$ cat config.mk
export PLATFORM = sky130hd
export DESIGN_NAME = bm_update_ctrl_flat
export DESIGN_NICKNAME = d
export VERILOG_FILES = /design/src/rtl/bm_update_ctrl_if.sv /design/src/rtl/bm_update_ctrl.sv /design/src/flat_wrapper.sv
export SDC_FILE = /design/constraint.sdc
export NUM_CORES = 1
export LEC_CHECK = 0
export ABC_AREA = 1
export CAP_MARGIN = 20
export CORE_MARGIN = 2
export CORE_UTILIZATION = 30
export DETAILED_ROUTE_END_ITERATION = 10
export GPL_TIMING_DRIVEN = 0
export PLACE_DENSITY_LB_ADDON = 0.25
export SYNTH_ARGS = -nofsm -noshare
export SYNTH_HDL_FRONTEND = slang
export SYNTH_SLANG_ARGS = --single-unit
$ cat constraint.sdc
create_clock -name clk -period 2.55 [get_ports clk]
set_input_delay 0.3825 -clock clk [delete_from_list [all_inputs] [get_ports clk]]
set_output_delay 0.3825 -clock clk [all_outputs]
set_load 0.005 [all_outputs]
$ cat src/rtl/bm_update_ctrl_if.sv
// Update-request channel of the block-match CAM update engine.
// The requester drives the request fields; the engine returns ready and the done/err pulses.
interface bm_update_ctrl_if #(
  parameter int unsigned IDX_W = 5
);
  logic             req_valid;
  logic             req_ready;
  logic             req_op;
  logic [IDX_W-1:0] req_idx;
  logic [23:0]      req_key;
  logic             done;
  logic             err;

  modport master (
    output req_valid, req_op, req_idx, req_key,
    input  req_ready, done, err
  );

  modport slave (
    input  req_valid, req_op, req_idx, req_key,
    output req_ready, done, err
  );
endinterface

$ cat src/rtl/bm_update_ctrl.sv
// Update engine and address mux for a LUTRAM CAM bank of 24-bit block-match columns.
// A write or delete sweeps all 64 addresses of one column while searches are held off.
module bm_update_ctrl #(
  parameter int unsigned ENTRIES = 32,
  parameter int unsigned IDX_W   = $clog2(ENTRIES)
) (
  input  logic               clk,
  input  logic               rst_n,
  bm_update_ctrl_if.slave    req,
  input  logic [23:0]        srch_key,
  output logic               srch_ready,
  output logic [ENTRIES-1:0] bm_we,
  output logic [5:0]         bm_addra,
  output logic [5:0]         bm_addrb,
  output logic [5:0]         bm_addrc,
  output logic [5:0]         bm_addrd,
  output logic [3:0]         bm_di
);
  localparam int unsigned SL_W     = 6;
  localparam int unsigned N_SLICES = 4;
  localparam logic [SL_W-1:0] LAST_ADDR = SL_W'(63);

  typedef enum logic [1:0] {IDLE, SWEEP, DONE} state_t;

  state_t           state;
  logic [SL_W-1:0]  cnt;
  logic             op_q;
  logic [IDX_W-1:0] idx_q;
  logic [23:0]      key_q;
  logic             done_q;
  logic             err_q;
  logic             in_range;
  logic             sweeping;

  assign in_range = (32'(idx_q) < ENTRIES);
  assign sweeping = (state == SWEEP);

  // Sequencer: latch request, sweep 64 addresses, then one DONE cycle.
  always_ff @(posedge clk or negedge rst_n) begin
    if (!rst_n) begin
      state  <= IDLE;
      cnt    <= '0;
      op_q   <= 1'b0;
      idx_q  <= '0;
      key_q  <= '0;
      done_q <= 1'b0;
      err_q  <= 1'b0;
    end else begin
      done_q <= 1'b0;
      err_q  <= 1'b0;
      case (state)
        IDLE: begin
          if (req.req_valid) begin
            op_q  <= req.req_op;
            idx_q <= req.req_idx;
            key_q <= req.req_key;
            cnt   <= '0;
            state <= SWEEP;
          end
        end
        SWEEP: begin
          cnt <= cnt + SL_W'(1);
          if (cnt == LAST_ADDR) begin
            state  <= DONE;
            done_q <= 1'b1;
            err_q  <= !in_range;
          end
        end
        DONE:    state <= IDLE;
        default: state <= IDLE;
      endcase
    end
  end

  assign req.req_ready = (state == IDLE);
  assign req.done      = done_q;
  assign req.err       = err_q;
  assign srch_ready    = (state == IDLE);

  // Slice-d port is shared: sweep counter during update, search key otherwise.
  assign bm_addra = srch_key[5:0];
  assign bm_addrb = srch_key[11:6];
  assign bm_addrc = srch_key[17:12];
  assign bm_addrd = sweeping ? cnt : srch_key[23:18];

  assign bm_we = (sweeping && in_range) ? (ENTRIES'(1) << idx_q) : '0;

  // One-hot bitmap: a slice bit is set only at the address equal to its key slice.
  always_comb begin
    bm_di = '0;
    for (int i = 0; i < int'(N_SLICES); i++) begin
      if (sweeping && !op_q && (cnt == key_q[SL_W*i +: SL_W])) bm_di[i] = 1'b1;
    end
  end
endmodule
$ cat src/flat_wrapper.sv
// flat-port wrapper written by rule: the top's interface ports become plain ports
module bm_update_ctrl_flat 
#(
  parameter int unsigned ENTRIES = 32,
  parameter int unsigned IDX_W   = $clog2(ENTRIES)
)
  (clk, rst_n, srch_key, srch_ready, bm_we, bm_addra, bm_addrb, bm_addrc, bm_addrd, bm_di, req_req_valid, req_req_op, req_req_idx, req_req_key, req_req_ready, req_done, req_err);
  bm_update_ctrl_if #(.IDX_W(IDX_W)) req_i ();
  input  logic clk;
  input  logic rst_n;
  input  logic [23:0] srch_key;
  output logic srch_ready;
  output logic [ENTRIES-1:0] bm_we;
  output logic [5:0] bm_addra;
  output logic [5:0] bm_addrb;
  output logic [5:0] bm_addrc;
  output logic [5:0] bm_addrd;
  output logic [3:0] bm_di;
  input wire logic [$bits(req_i.req_valid)-1:0] req_req_valid;
  input wire logic [$bits(req_i.req_op)-1:0] req_req_op;
  input wire logic [$bits(req_i.req_idx)-1:0] req_req_idx;
  input wire logic [$bits(req_i.req_key)-1:0] req_req_key;
  output wire logic [$bits(req_i.req_ready)-1:0] req_req_ready;
  output wire logic [$bits(req_i.done)-1:0] req_done;
  output wire logic [$bits(req_i.err)-1:0] req_err;
  assign req_i.req_valid = req_req_valid;
  assign req_i.req_op = req_req_op;
  assign req_i.req_idx = req_req_idx;
  assign req_i.req_key = req_req_key;
  assign req_req_ready = req_i.req_ready;
  assign req_done = req_i.done;
  assign req_err = req_i.err;
  bm_update_ctrl #(.ENTRIES(ENTRIES), .IDX_W(IDX_W)) u_core (.clk(clk), .rst_n(rst_n), .req(req_i), .srch_key(srch_key), .srch_ready(srch_ready), .bm_we(bm_we), .bm_addra(bm_addra), .bm_addrb(bm_addrb), .bm_addrc(bm_addrc), .bm_addrd(bm_addrd), .bm_di(bm_di));
endmodule
==> reports/summary.txt <==
Status: finished, final reports clean
Sequential share of the synthesized area: 38.2%
RSZ-0062 raised after global routing: false
Clk slew on worst S/H paths: 70 ps
Hold Crit Class: in -> async
Critical Path, Cell by Cell: inv_1 -> nand2_2 -> or2_1 -> buf_6 -> buf_12 -> nor2_4 -> clkdlybuf4s50_1
Slowest cell delay on critical path: 500 ps
Peak supply drop: 323 µV
Max-cap viol count: 0
Slowest CP cell: clkdlybuf4s50_1
Worst path required time: 2170 ps
Clock period minus worst slack: 2420 ps
Layout cell share with drive strength beyond 1: 11.3%
CTS Buffer Depth: 2
# rows: 33
Design Area, Final: 0.00377 mm²
First-pass GRT wire length: 11,400 µm
Die Span X: 96.3 µm
Die Ht: 96.3 µm
GRT Util Overall: 15.9%
CP Capture Type: primary output
Layout Cells excl Fill: 573
Detailed-placement wirelength estimate: 5500 µm
Syn nets: 419
Worst Skew: 3.22 ps
Gate Count Post-Synth: 361
Final hold vios: 0
Total inserted antenna cells: 0
Placed cell areas: 0.00369 mm²
Core Area: 0.00822 mm²
Drt via density: 4.50
Root Driver: clkbuf_8
# IOs: 121
Routed Antenna Nets: 0
Die footprint: 0.00927 mm²
Largest net degree at the start of global routing: 40
DRT Wirelength: 7060 µm
Cell taking the most area after synthesis: dfrtp_1
Distinct cell type count after synthesis: 23
GRT overflow: 0
Most frequent cells in the layout: clkdlybuf4s50_1 (100), nand2_1 (92), nor2_1 (64)
Placed instance count: 567
Worst Max-Slew Pin Slew: 881 ps
Initial Util: 31.1%
CP Max Fanout: 10
Worst slew margin: 41.3%
TritonCTS clock tree: yes
NumNets Final: 525
Iteration-0 DRC count of the detailed router: 136
Clock latency on the worst-skew pair: 290 ps
CTS Hold Buffers Added: 0
Syn_area_per_cell: 7.08 µm²
Post-Syn Area: 0.00255 mm²
Clk sinks: 39
Most area-consuming cells after synthesis: dfrtp_1 (38%), nand2_1 (14%), nor2_1 (9.4%)
Fin. max-slew vios: 0
Wire length per cell: 12.3 µm
DRC: 0
Final setup vio count: 0
Sum Neg Setup Slack: 0 ps
Num CTS Buffers: 5
Leak: 0.00173 µW
Vias in the first global route: 2,448
Synthesis Warnings: 0
Synthesis-to-finish area growth: 47.5%
Final period utilization: 94.9%
Final core occ: 45.9%
GP Congestion: 0.788
CP Launch Type: flip-flop
Vias: 2,578
Number of port buffers: 101
Yosys top cell area share: 38.2%
Max Fclk: 0.413 GHz
Setup Crit Path Kind: reg -> out
Commonest non-fill, non-tap cell in the layout: clkdlybuf4s50_1
Seq cells post-synth: 39
Pwr/cell area: 929 mW/mm²
CTS HTree Levels: 2
Setup WS pre-CTS: 410 ps
Drt pass-1 iters: 4
Post-route setup slack: 131 ps
WP data arrival: 2040 ps
Post-CTS Setup Repair Bufs: 0
Initial antenna violation count: 0
[routing by layer]
layer  vias to the layer above  part of all wire [%]  GRT usage [%]
li1                       1318                     -              -
met1                      1174                    44           20.9
met2                        78                    48           26.9
met3                         8                   6.0           2.82
met4                         0                   1.4           4.29
met5                         -                     0              0
[what timing repair did]
item	CTS	global route
endpoints found under the hold margin	0	0
gates resized for setup	0	1
setup endpoints to repair	0	13
[sequential cells by signal, summed over array words and instances (netlist names)]
register	cells
u_core.key_q	24
u_core.cnt	6
u_core.idx_q	5
u_core.req.done	1
u_core.op_q	1
u_core.state	2
[cell families after synthesis]
kind of cell,share of synthesized area (%)
simple gates,35.7
buf+inv,16.5
fa+ha+maj,0.490
xor+xnor,1.37
compound gates,7.54
flops,38.2
other cells,0.147
[worst max-delay path: cells and delay by family, from the launching register on]
family	cells	cell delay, ps
simple gates	3	430
flops	1	410
buf+inv	4	890
[cells in the mapped netlist]
cell / count
nor3_1: 2
conb_1: 1
buf_6: 5
nand2_2: 2
dfrtp_1: 39
a21oi_1: 25
buf_12: 1
inv_1: 32
nand4_1: 16
or2_1: 1
nor2_1: 64
o21ai_0: 12
xnor2_1: 4
ha_1: 1
buf_4: 21
o21a_1: 1
clkbuf_1: 5
nand2_1: 92
clkinv_1: 4
nand3_1: 15
buf_2: 6
nor2_4: 11
inv_2: 1
[power breakdown]
group	internal, µW	switching (µW)	total [µW]
registers	891	174	1070
logic	887	1140	2020
clock network	192	218	411
[stage by stage]
step | hold WS, ps | total power, µW
final | 205 | 3500
after global routing | 253 | 3850
after CTS | 242 | 3550
after detailed placement | 483 | 3140
after global placement | 480 | 3080
after floorplan | 86.9 | 2400
[layout make-up]
class / count / area (µm²)
plain buffers: 36 / 274
clock buffers: 7 / 76.3
clock inverters: 1 / 5.00
fillers: 875 / 4450
inverters: 37 / 141
multi-input cells: 247 / 1160
flip-flops and latches: 39 / 976
well taps: 105 / 131
repair buffers: 101 / 1010
[path summary, 6_finish.rpt]
path / startpoint / cells after the start / to / slack [ps]
hold / removal: rst_n / 1 / u_core.key_q[8] / 200
max in group asynchronous: rst_n / 1 / u_core.cnt[4] / 1790
setup reg to reg: u_core.state[0] / 5 / u_core.key_q[5] / 1160
hold reg to reg: u_core.key_q[1] / 2 / u_core.key_q[1] / 500
min in group clk: u_core.key_q[1] / 2 / u_core.key_q[1] / 500
setup / recovery: u_core.state[1] / 7 / bm_we[7] / 130
Power figures use the tool's default switching activity.
